<file path="src/rtl/sample_feeder_if.sv">
// Sample feeder bus: feed control, sample-memory read port and the
// subchannel sample strobe outputs, bundled for one feeder instance.
interface sample_feeder_if #(
    parameter int INPUT_WIDTH = 3,
    parameter int ADDR_WIDTH  = 14
);
    logic                   start;
    logic [ADDR_WIDTH-1:0]  start_addr;
    logic [ADDR_WIDTH-1:0]  num_samples;
    logic                   abort;
    logic                   stall;
    logic                   busy;
    logic                   done;
    logic                   mem_rd_en;
    logic [ADDR_WIDTH-1:0]  mem_rd_addr;
    logic [INPUT_WIDTH-1:0] mem_rd_data;
    logic                   data_available;
    logic [INPUT_WIDTH-1:0] data;
    logic                   feed_complete;

    modport master (
        input  start, start_addr, num_samples, abort, stall, mem_rd_data,
        output busy, done, mem_rd_en, mem_rd_addr, data_available, data,
               feed_complete
    );

    modport slave (
        output start, start_addr, num_samples, abort, stall, mem_rd_data,
        input  busy, done, mem_rd_en, mem_rd_addr, data_available, data,
               feed_complete
    );
endinterface

</file>
<file path="src/rtl/sample_feeder.sv">
// Streams a programmed span of the circular sample memory onto the shared
// subchannel sample bus, flagging the final sample with feed_complete.
//
// state  | meaning
// IDLE   | waiting for a start with a nonzero span
// ISSUE  | issuing memory reads, paced by stall and the gap down-counter
// DRAIN  | all reads issued, waiting for the final sample to leave the pipe
// FINISH | one-cycle done pulse, then back to IDLE
module sample_feeder #(
    parameter int INPUT_WIDTH = 3,
    parameter int ADDR_WIDTH  = 14,
    parameter int RD_LATENCY  = 2,
    parameter int FEED_GAP    = 0
) (
    input  logic            clk,
    input  logic            global_reset,
    sample_feeder_if.master bus
);
    localparam int GAP_W = 3;

    typedef enum logic [1:0] {
        IDLE   = 2'd0,
        ISSUE  = 2'd1,
        DRAIN  = 2'd2,
        FINISH = 2'd3
    } state_t;

    state_t                 state_q, state_d;
    logic [ADDR_WIDTH-1:0]  addr_q, addr_d;
    logic [ADDR_WIDTH-1:0]  cnt_q, cnt_d;
    logic [GAP_W-1:0]       gap_q, gap_d;
    logic [RD_LATENCY-1:0]  vld_q, vld_d;
    logic [RD_LATENCY-1:0]  last_q, last_d;
    logic [INPUT_WIDTH-1:0] data_q, data_d;

    logic issue;
    logic squash;
    logic out_valid;
    logic out_last;

    always_ff @(posedge clk) begin
        if (global_reset) begin
            state_q <= IDLE;
            addr_q  <= '0;
            cnt_q   <= '0;
            gap_q   <= '0;
            vld_q   <= '0;
            last_q  <= '0;
            data_q  <= '0;
        end else begin
            state_q <= state_d;
            addr_q  <= addr_d;
            cnt_q   <= cnt_d;
            gap_q   <= gap_d;
            vld_q   <= vld_d;
            last_q  <= last_d;
            data_q  <= data_d;
        end
    end

    always_comb begin
        state_d   = state_q;
        addr_d    = addr_q;
        cnt_d     = cnt_q;
        gap_d     = (gap_q != '0) ? gap_q - GAP_W'(1) : gap_q;
        data_d    = data_q;
        issue     = 1'b0;
        squash    = 1'b0;
        out_valid = vld_q[RD_LATENCY-1];
        out_last  = last_q[RD_LATENCY-1];

        if (out_valid) begin
            data_d = bus.mem_rd_data;
        end

        case (state_q)
            IDLE: begin
                if (bus.start && (bus.num_samples != '0)) begin
                    addr_d  = bus.start_addr;
                    cnt_d   = bus.num_samples;
                    gap_d   = '0;
                    state_d = ISSUE;
                end
            end
            ISSUE: begin
                if (bus.abort) begin
                    squash  = 1'b1;
                    state_d = IDLE;
                end else if (!bus.stall && (gap_q == '0)) begin
                    issue  = 1'b1;
                    addr_d = addr_q + ADDR_WIDTH'(1);
                    cnt_d  = cnt_q - ADDR_WIDTH'(1);
                    gap_d  = GAP_W'(FEED_GAP);
                    if (cnt_q == ADDR_WIDTH'(1)) begin
                        state_d = DRAIN;
                    end
                end
            end
            DRAIN: begin
                if (bus.abort) begin
                    squash  = 1'b1;
                    state_d = IDLE;
                end else if (out_valid && out_last) begin
                    state_d = FINISH;
                end
            end
            FINISH: begin
                state_d = IDLE;
            end
            default: begin
                state_d = IDLE;
            end
        endcase

        // Each issued read carries its valid/last tags down a pipe matching the memory latency.
        vld_d     = '0;
        last_d    = '0;
        vld_d[0]  = issue;
        last_d[0] = issue && (cnt_q == ADDR_WIDTH'(1));
        for (int i = 1; i < RD_LATENCY; i++) begin
            vld_d[i]  = vld_q[i-1];
            last_d[i] = last_q[i-1];
        end
        if (squash) begin
            vld_d  = '0;
            last_d = '0;
        end
    end

    assign bus.busy           = (state_q == ISSUE) || (state_q == DRAIN);
    assign bus.done           = (state_q == FINISH);
    assign bus.mem_rd_en      = issue;
    assign bus.mem_rd_addr    = addr_q;
    assign bus.data_available = out_valid;
    assign bus.feed_complete  = out_valid && out_last;
    assign bus.data           = out_valid ? bus.mem_rd_data : data_q;

endmodule

</file>
<file path="src/flat_wrapper.sv">
// flat-port wrapper written by rule: the top's interface ports become plain ports
module sample_feeder_flat 
#(
    parameter int INPUT_WIDTH = 3,
    parameter int ADDR_WIDTH  = 14,
    parameter int RD_LATENCY  = 2,
    parameter int FEED_GAP    = 0
)
  (clk, global_reset, bus_start, bus_start_addr, bus_num_samples, bus_abort, bus_stall, bus_mem_rd_data, bus_busy, bus_done, bus_mem_rd_en, bus_mem_rd_addr, bus_data_available, bus_data, bus_feed_complete);
  sample_feeder_if #(.INPUT_WIDTH(INPUT_WIDTH), .ADDR_WIDTH(ADDR_WIDTH)) bus_i ();
  input  logic clk;
  input  logic global_reset;
  input wire logic [$bits(bus_i.start)-1:0] bus_start;
  input wire logic [$bits(bus_i.start_addr)-1:0] bus_start_addr;
  input wire logic [$bits(bus_i.num_samples)-1:0] bus_num_samples;
  input wire logic [$bits(bus_i.abort)-1:0] bus_abort;
  input wire logic [$bits(bus_i.stall)-1:0] bus_stall;
  input wire logic [$bits(bus_i.mem_rd_data)-1:0] bus_mem_rd_data;
  output wire logic [$bits(bus_i.busy)-1:0] bus_busy;
  output wire logic [$bits(bus_i.done)-1:0] bus_done;
  output wire logic [$bits(bus_i.mem_rd_en)-1:0] bus_mem_rd_en;
  output wire logic [$bits(bus_i.mem_rd_addr)-1:0] bus_mem_rd_addr;
  output wire logic [$bits(bus_i.data_available)-1:0] bus_data_available;
  output wire logic [$bits(bus_i.data)-1:0] bus_data;
  output wire logic [$bits(bus_i.feed_complete)-1:0] bus_feed_complete;
  assign bus_i.start = bus_start;
  assign bus_i.start_addr = bus_start_addr;
  assign bus_i.num_samples = bus_num_samples;
  assign bus_i.abort = bus_abort;
  assign bus_i.stall = bus_stall;
  assign bus_i.mem_rd_data = bus_mem_rd_data;
  assign bus_busy = bus_i.busy;
  assign bus_done = bus_i.done;
  assign bus_mem_rd_en = bus_i.mem_rd_en;
  assign bus_mem_rd_addr = bus_i.mem_rd_addr;
  assign bus_data_available = bus_i.data_available;
  assign bus_data = bus_i.data;
  assign bus_feed_complete = bus_i.feed_complete;
  sample_feeder #(.INPUT_WIDTH(INPUT_WIDTH), .ADDR_WIDTH(ADDR_WIDTH), .RD_LATENCY(RD_LATENCY), .FEED_GAP(FEED_GAP)) u_core (.clk(clk), .global_reset(global_reset), .bus(bus_i));
endmodule
</file>
<file path="config.mk">
export PLATFORM = sky130hd
export DESIGN_NAME = sample_feeder_flat
export DESIGN_NICKNAME = d
export VERILOG_FILES = /design/src/rtl/sample_feeder_if.sv /design/src/rtl/sample_feeder.sv /design/src/flat_wrapper.sv
export SDC_FILE = /design/constraint.sdc
export NUM_CORES = 1
export LEC_CHECK = 0
export CORE_ASPECT_RATIO = 0.6
export CORE_UTILIZATION = 54
export DETAILED_ROUTE_END_ITERATION = 16
export GPL_ROUTABILITY_DRIVEN = 0
export PLACE_DENSITY = 0.86
export SETUP_SLACK_MARGIN = 0.05
export SLEW_MARGIN = 20
export SYNTH_ARGS = -nofsm -noshare
export SYNTH_HDL_FRONTEND = slang
export SYNTH_SLANG_ARGS = --single-unit
</file>
<file path="constraint.sdc">
create_clock -name clk -period 3.2 [get_ports clk]
set_clock_uncertainty 0.05 [all_clocks]
set_input_delay 0.96 -clock clk [delete_from_list [all_inputs] [get_ports clk]]
set_output_delay 0.96 -clock clk [all_outputs]
set_load 0.05 [all_outputs]
</file>
== Yosys cells after proc, flatten, opt, wreduce, memory -nomap -nowiden ==
Index checks and enable logic that the tools add are counted.

* Word-level logic and storage cells: 61
* Input port bits: 36
* Output and inout bits: 22
* Flip-flop bits (word level): 40

* Add/subtract/negate cells: 3
* Reduce and logical (&&, ||, !) cells: 15
* Multiplexer cells: 26
* Equal/unequal tests: 10

{| class="wikitable"
|+ Operators by type and width
! cell !! number
|-
| $mux W14 || 6
|-
| $pmux W14 S2 || 2
|-
| $mux W3 || 5
|-
| $add A14 B1 Y14 const B || 1
|-
| $eq A14 B1 Y1 const B || 1
|-
| $reduce_bool A14 Y1 || 1
|-
| $sub A14 B1 Y14 const B || 1
|-
| $mux W2 || 6
|-
| $pmux W2 S4 || 1
|-
| $reduce_and A4 Y1 || 2
|-
| $ne A3 B2 Y1 const B || 2
|-
| $pmux W3 S2 || 1
|-
| $mux W1 || 5
|-
| $eq A2 B2 Y1 const B || 2
|-
| $logic_and A1 B1 Y1 || 4
|-
| $ne A2 B1 Y1 const B || 2
|-
| $reduce_or A2 Y1 || 2
|-
| $logic_not A3 Y1 || 1
|-
| $ne A3 B3 Y1 const B || 1
|-
| $reduce_bool A3 Y1 || 1
|-
| $sub A3 B1 Y3 const B || 1
|-
| $eq A2 B1 Y1 const B || 1
|-
| $logic_not A2 Y1 || 1
|-
| $ne A2 B2 Y1 const B || 1
|-
| 3 further kinds || 3
|}

== Logic depth before layout (Yosys ltp) ==
Gate-level depths: netlist of run 1.

* Depth in word-level cells: 6
* Gate-level depth with buffers: 9
* Gate-level depth less buffers: 7

== Least setup slack after synthesis of run 1 ==
Ideal clock, no wire load.

* Path type: input port to output port
* From: input bus_stall
* To: output bus_mem_rd_en
* Arrival: 2.002 ns
* Data required time: 2.190 ns
* Setup slack: 0.188 ns
* Path buffers: 0
* Stages: 3
* Cell sequence: or3b_4 or2_2 inv_1

* Word-level cells in the longest chain between the ends: 5

{| class="wikitable"
|+ Ends and longest elaborated chain
! what !! line !! text
|-
| start, declared || flat_wrapper.sv:17 || <nowiki>input wire logic [$bits(bus_i.stall)-1:0] bus_stall;</nowiki>
|-
| $logic_not A1 Y1 || sample_feeder.sv:89 || <nowiki>end else if (!bus.stall && (gap_q == '0)) begin</nowiki>
|-
| $logic_and A1 B1 Y1 || sample_feeder.sv:89 ||
|-
| $mux W1 || sample_feeder.sv:89 ||
|-
| $mux W1 || sample_feeder.sv:86 || <nowiki>if (bus.abort) begin</nowiki>
|-
| $mux W1 || sample_feeder.sv:76 || <nowiki>case (state_q)</nowiki>
|-
| end, declared || flat_wrapper.sv:21 || <nowiki>output wire logic [$bits(bus_i.mem_rd_en)-1:0] bus_mem_rd_en;</nowiki>
|}

Every way passes these cells.

== Final worst setup path of run 1 ==
* From: input bus_abort
* To: output bus_mem_rd_en

* Word-level cells in the longest chain between the ends: 2

{| class="wikitable"
|+ Ends and longest elaborated chain
! what !! line !! text
|-
| start, declared || flat_wrapper.sv:16 || <nowiki>input wire logic [$bits(bus_i.abort)-1:0] bus_abort;</nowiki>
|-
| $mux W1 || sample_feeder.sv:86 ||
|-
| $mux W1 || sample_feeder.sv:76 ||
|}

Every way passes these cells.

==> results of run 1 <==
## cell usage after synthesis, drive strengths merged, types with 4 or more instances
cell type  count
o32ai          7
and2           6
ha             9
nor2          28
o21a           5
mux2           5
nand2         28
nor2b          8
nand4          4
nor4           6
a21oi         37
buf            8
inv           19
dfxtp         40
nor3          12
o21ai         27
nand3          8
clkbuf        10
## registers in the layout, indices dropped and copies added (netlist names)
register / flops
u_core.state_q: 2
u_core.data_q: 3
u_core.gap_q: 3
u_core.bus.mem_rd_addr: 14
u_core.last_q: 2
u_core.vld_q: 2
u_core.cnt_q: 14
## final cells by class
type	count	area, um2	share of cell area
inverters	19	71.3	0.0222
repair buffers	65	682	0.212
multi-input cells	232	1490	0.463
clock buffers	7	96.3	0.0300
well taps	60	75.1	0.0233
flip-flops and latches	40	801	0.249
## worst max-delay path: cells and delay by family
kind	cells	cell delay [ns]
and+or+nand+nor	2	0.46
buffers and inverters	3	0.62
## timing repair
item / CTS / global route
setup buffers: 1 / 0
endpoints found under the setup margin: 1 / 0
resized for setup: 3 / 0
## layer usage
metal | routed length [um] | GRT usage | up-vias | share of wire
li1 | - | - | 1222 | -
met1 | 3070 | 0.384 | 1185 | 0.47
met2 | 2880 | 0.473 | 110 | 0.44
met3 | 552 | 0.0552 | 10 | 0.084
met4 | 59 | 0.0979 | 0 | 0.0090
met5 | 0 | 0 | - | 0
## through the flow
stage / TNS (ns) / setup slack, ns / util / cell area [um2]
floorplan: 0 / 0.188 / - / 2450
global placement: -0.126 / -0.126 / 0.735 / 3110
detailed placement: -0.150 / -0.150 / 0.735 / 3110
CTS: 0 / 0.145 / 0.759 / 3220
global route: 0 / 0.0947 / 0.759 / 3220
finish: 0 / 0.143 / 0.759 / 3220
## worst max path at each step
stage	from	endpoint	slack (ns)	cells past startpoint
finish	bus_abort	bus_mem_rd_en	0.14	5
global route	bus_abort	bus_mem_rd_en	0.09	5
CTS	bus_abort	bus_mem_rd_en	0.15	5
detailed placement	bus_stall	bus_mem_rd_en	-0.15	5
global placement	bus_stall	bus_mem_rd_en	-0.13	5
floorplan	bus_stall	bus_mem_rd_en	0.19	3
## where the power goes
part	switching [mW]	leakage (nW)	internal, mW
logic	0.619	0.805	0.416
registers	0.107	0.327	0.587
clock network	0.174	0.0503	0.192
## cells by family after synthesis
logic type	synth area share
adders and majority gates	0.0459
buffers and inverters	0.0664
xor gates and xnor gates	0.00715
muxes	0.0352
AOI/OAI and AO/OA	0.269
and+or+nand+nor	0.250
DFF	0.327
==> impl_summary.md, run 1 <==
Cells and area
The fraction of layout instances using a drive strength above 1 is 0.116. The most common cell after layout, fill and taps aside is clkdlybuf4s50_1. The repair_antennas step left the layout with diodes totalling 0.

Counting the fill cells in the layout gives around 330. The final layout contains 408 nets. In the layout the commonest cells are 52 x clkdlybuf4s50_1, 40 x dfxtp_1, 37 x a21oi_1. Compared with the post-synthesis result, the final layout area differs by 31.2%. Once layout is complete, the cells apart from fillers number 423.

Synth
Ranked by total cell area, the synthesized netlist is headed by dfxtp_1 33%, a21oi_1 7.6%, o21ai_0 4.7%, ha_1 4.6%, nand2_1 4.3%. The proportion of synthesized flip-flops having asynchronous set or reset is 0. The mean instance size in the synthesized netlist is 7.93 um2. The yosys synthesis warning count is 0. For this run, the register share of the synthesized area comes to 0.327. The synthesized netlist occupies a cell area of approximately 0.0025 mm2. The share of synthesized area in the top cell type comes to 0.327.

The number of nets handed over by synthesis was approximately 350. The most instantiated flip-flop cell in the synthesis netlist is dfxtp_1. The synthesized netlist contains 54 unique library cells. The register bit total from synthesis is 40. The cell taking the most area after synthesis is dfxtp_1. Yosys mapped a number of flops with a built-in enable equal to 0. The synthesized netlist cell count is ~310.

Critical path
Traced cell by cell, the critical path runs through clkdlybuf4s50_1, nand2b_1, or2_4, inv_2, buf_12. Counting cells, the worst reg-to-reg path comes to 9. Data arrives at the worst endpoint at ~2.1 ns. The startpoint identified for the worst register-to-register timing path is u_core.gap_q[0]. STA classifies the critical path startpoint as a primary input.

The register-to-register setup slack is ~0.76 ns. The destination of the worst register-to-register timing path is u_core.bus.mem_rd_addr[0]. The worst setup path is captured at an output port. For the worst setup path, the data required time is 2.19 ns. The delay of the slowest critical-path stage is approximately 0.42 ns. The maximum net fanout on the critical path is 2. The critical path is of the in2out type. The largest individual stage delay along the critical path comes from the cell clkdlybuf4s50_1.

CTS
The CTS tree is yes. The total CTS buffers is 5. The clock insertion delay at the later pin of the skew report is 0.30 ns. The number of H-tree levels is 2. After clock tree synthesis, the clock-pin slew on the worst setup and hold paths is roughly 0.070 ns. The clock tree buffer depth is 2.

Counting every sink on the clock net gives 40. The buffer type at the clock tree root is clkbuf_8. After clock tree synthesis, the flow added hold-fix buffers numbering 0.

Detailed routing
The DRC marker count from the first detailed-route iteration is slightly below 200. The pre-antenna-repair detailed-routing pass consisted of 5 iterations. The final routed wirelength across all metal layers is around 6600 um. For this run, design rule violations remaining after detail routing come to 0. After detailed routing, the number of vias per cell comes to around 6.

In this run the remaining antenna-violating nets after routing total 0. Detailed routing inserted a total of ~2500 vias. The average wire per standard cell is between 15 and 20 um.

Placement
The number of I/O port buffers is 57. Including well taps, the total number of placed cells is roughly 420. The detailed-placement wirelength estimate is 4620 um.

Hold path
The end point of the most critical hold path is u_core.vld_q[1]. The path type of the worst min-delay path is reg2reg. The startpoint of the worst hold path is u_core.vld_q[0].

Counting instances, the worst hold path has a depth of 1.

Power
Summed over all cells, the static leakage comes to about 1.2 nW. The sum of internal, switching and leakage power is about 2.1 mW. The power per unit of standard cell area is approximately 650 mW/mm2. The worst-case IR drop observed on VDD is slightly above 0.4 mV.

Global routing
The first-pass GRT wire length is ~10000 um. The via count of the first global-routing pass is between 2000 and 2500. For this run the aggregate overflow at the end of global routing stands at 0. Entering global routing, the biggest net connects 48 pins. The initial antenna violation count is 0. The global-route usage over all layers is 0.288.

Die
The floorplan step defined a die boundary enclosing 0.00482 mm2. The I/O pin count is 58. The floorplan core area is 0.00423 mm2. Row generation in the floorplan step produced 18 rows. The floorplan step set the die width to ~89 um. The vertical die dimension is ~54 um. The starting utilization of the core area is 0.579.

STA
The post-route minimum period is between 3 and 4 ns. Setup violations remaining at the end of the flow were counted as 0. Setup repair after global routing left no endpoint under its margin. The transition time of the tightest slew-check pin is around 0.58 ns. The share of the clock period used by the worst path is 0.955. The max-slew violation count was 0. The worst pin sits at a relative slew slack of 0.610. The achievable clock frequency is between 300 and 400 MHz. The final-report hold violation count came to 0. The post-route worst hold slack is around 0.38 ns.

Outcome
The run finished with clean final reports.

Flow run
The tool flagged a number of max-cap violations equal to 0.
Power figures use the tool's default switching activity.
==> run 2: changes to the inputs <==
--- a/config.mk
+++ b/config.mk
@@ -5,6 +5,7 @@
 export SDC_FILE = /design/constraint.sdc
 export NUM_CORES = 1
 export LEC_CHECK = 0
+export ABC_CLOCK_PERIOD_IN_PS = 3200
 export CORE_ASPECT_RATIO = 0.6
 export CORE_UTILIZATION = 54
 export DETAILED_ROUTE_END_ITERATION = 16
==> results of run 2 <==
Same layout as run 1: the final DEF is identical, and so are final timing and power.
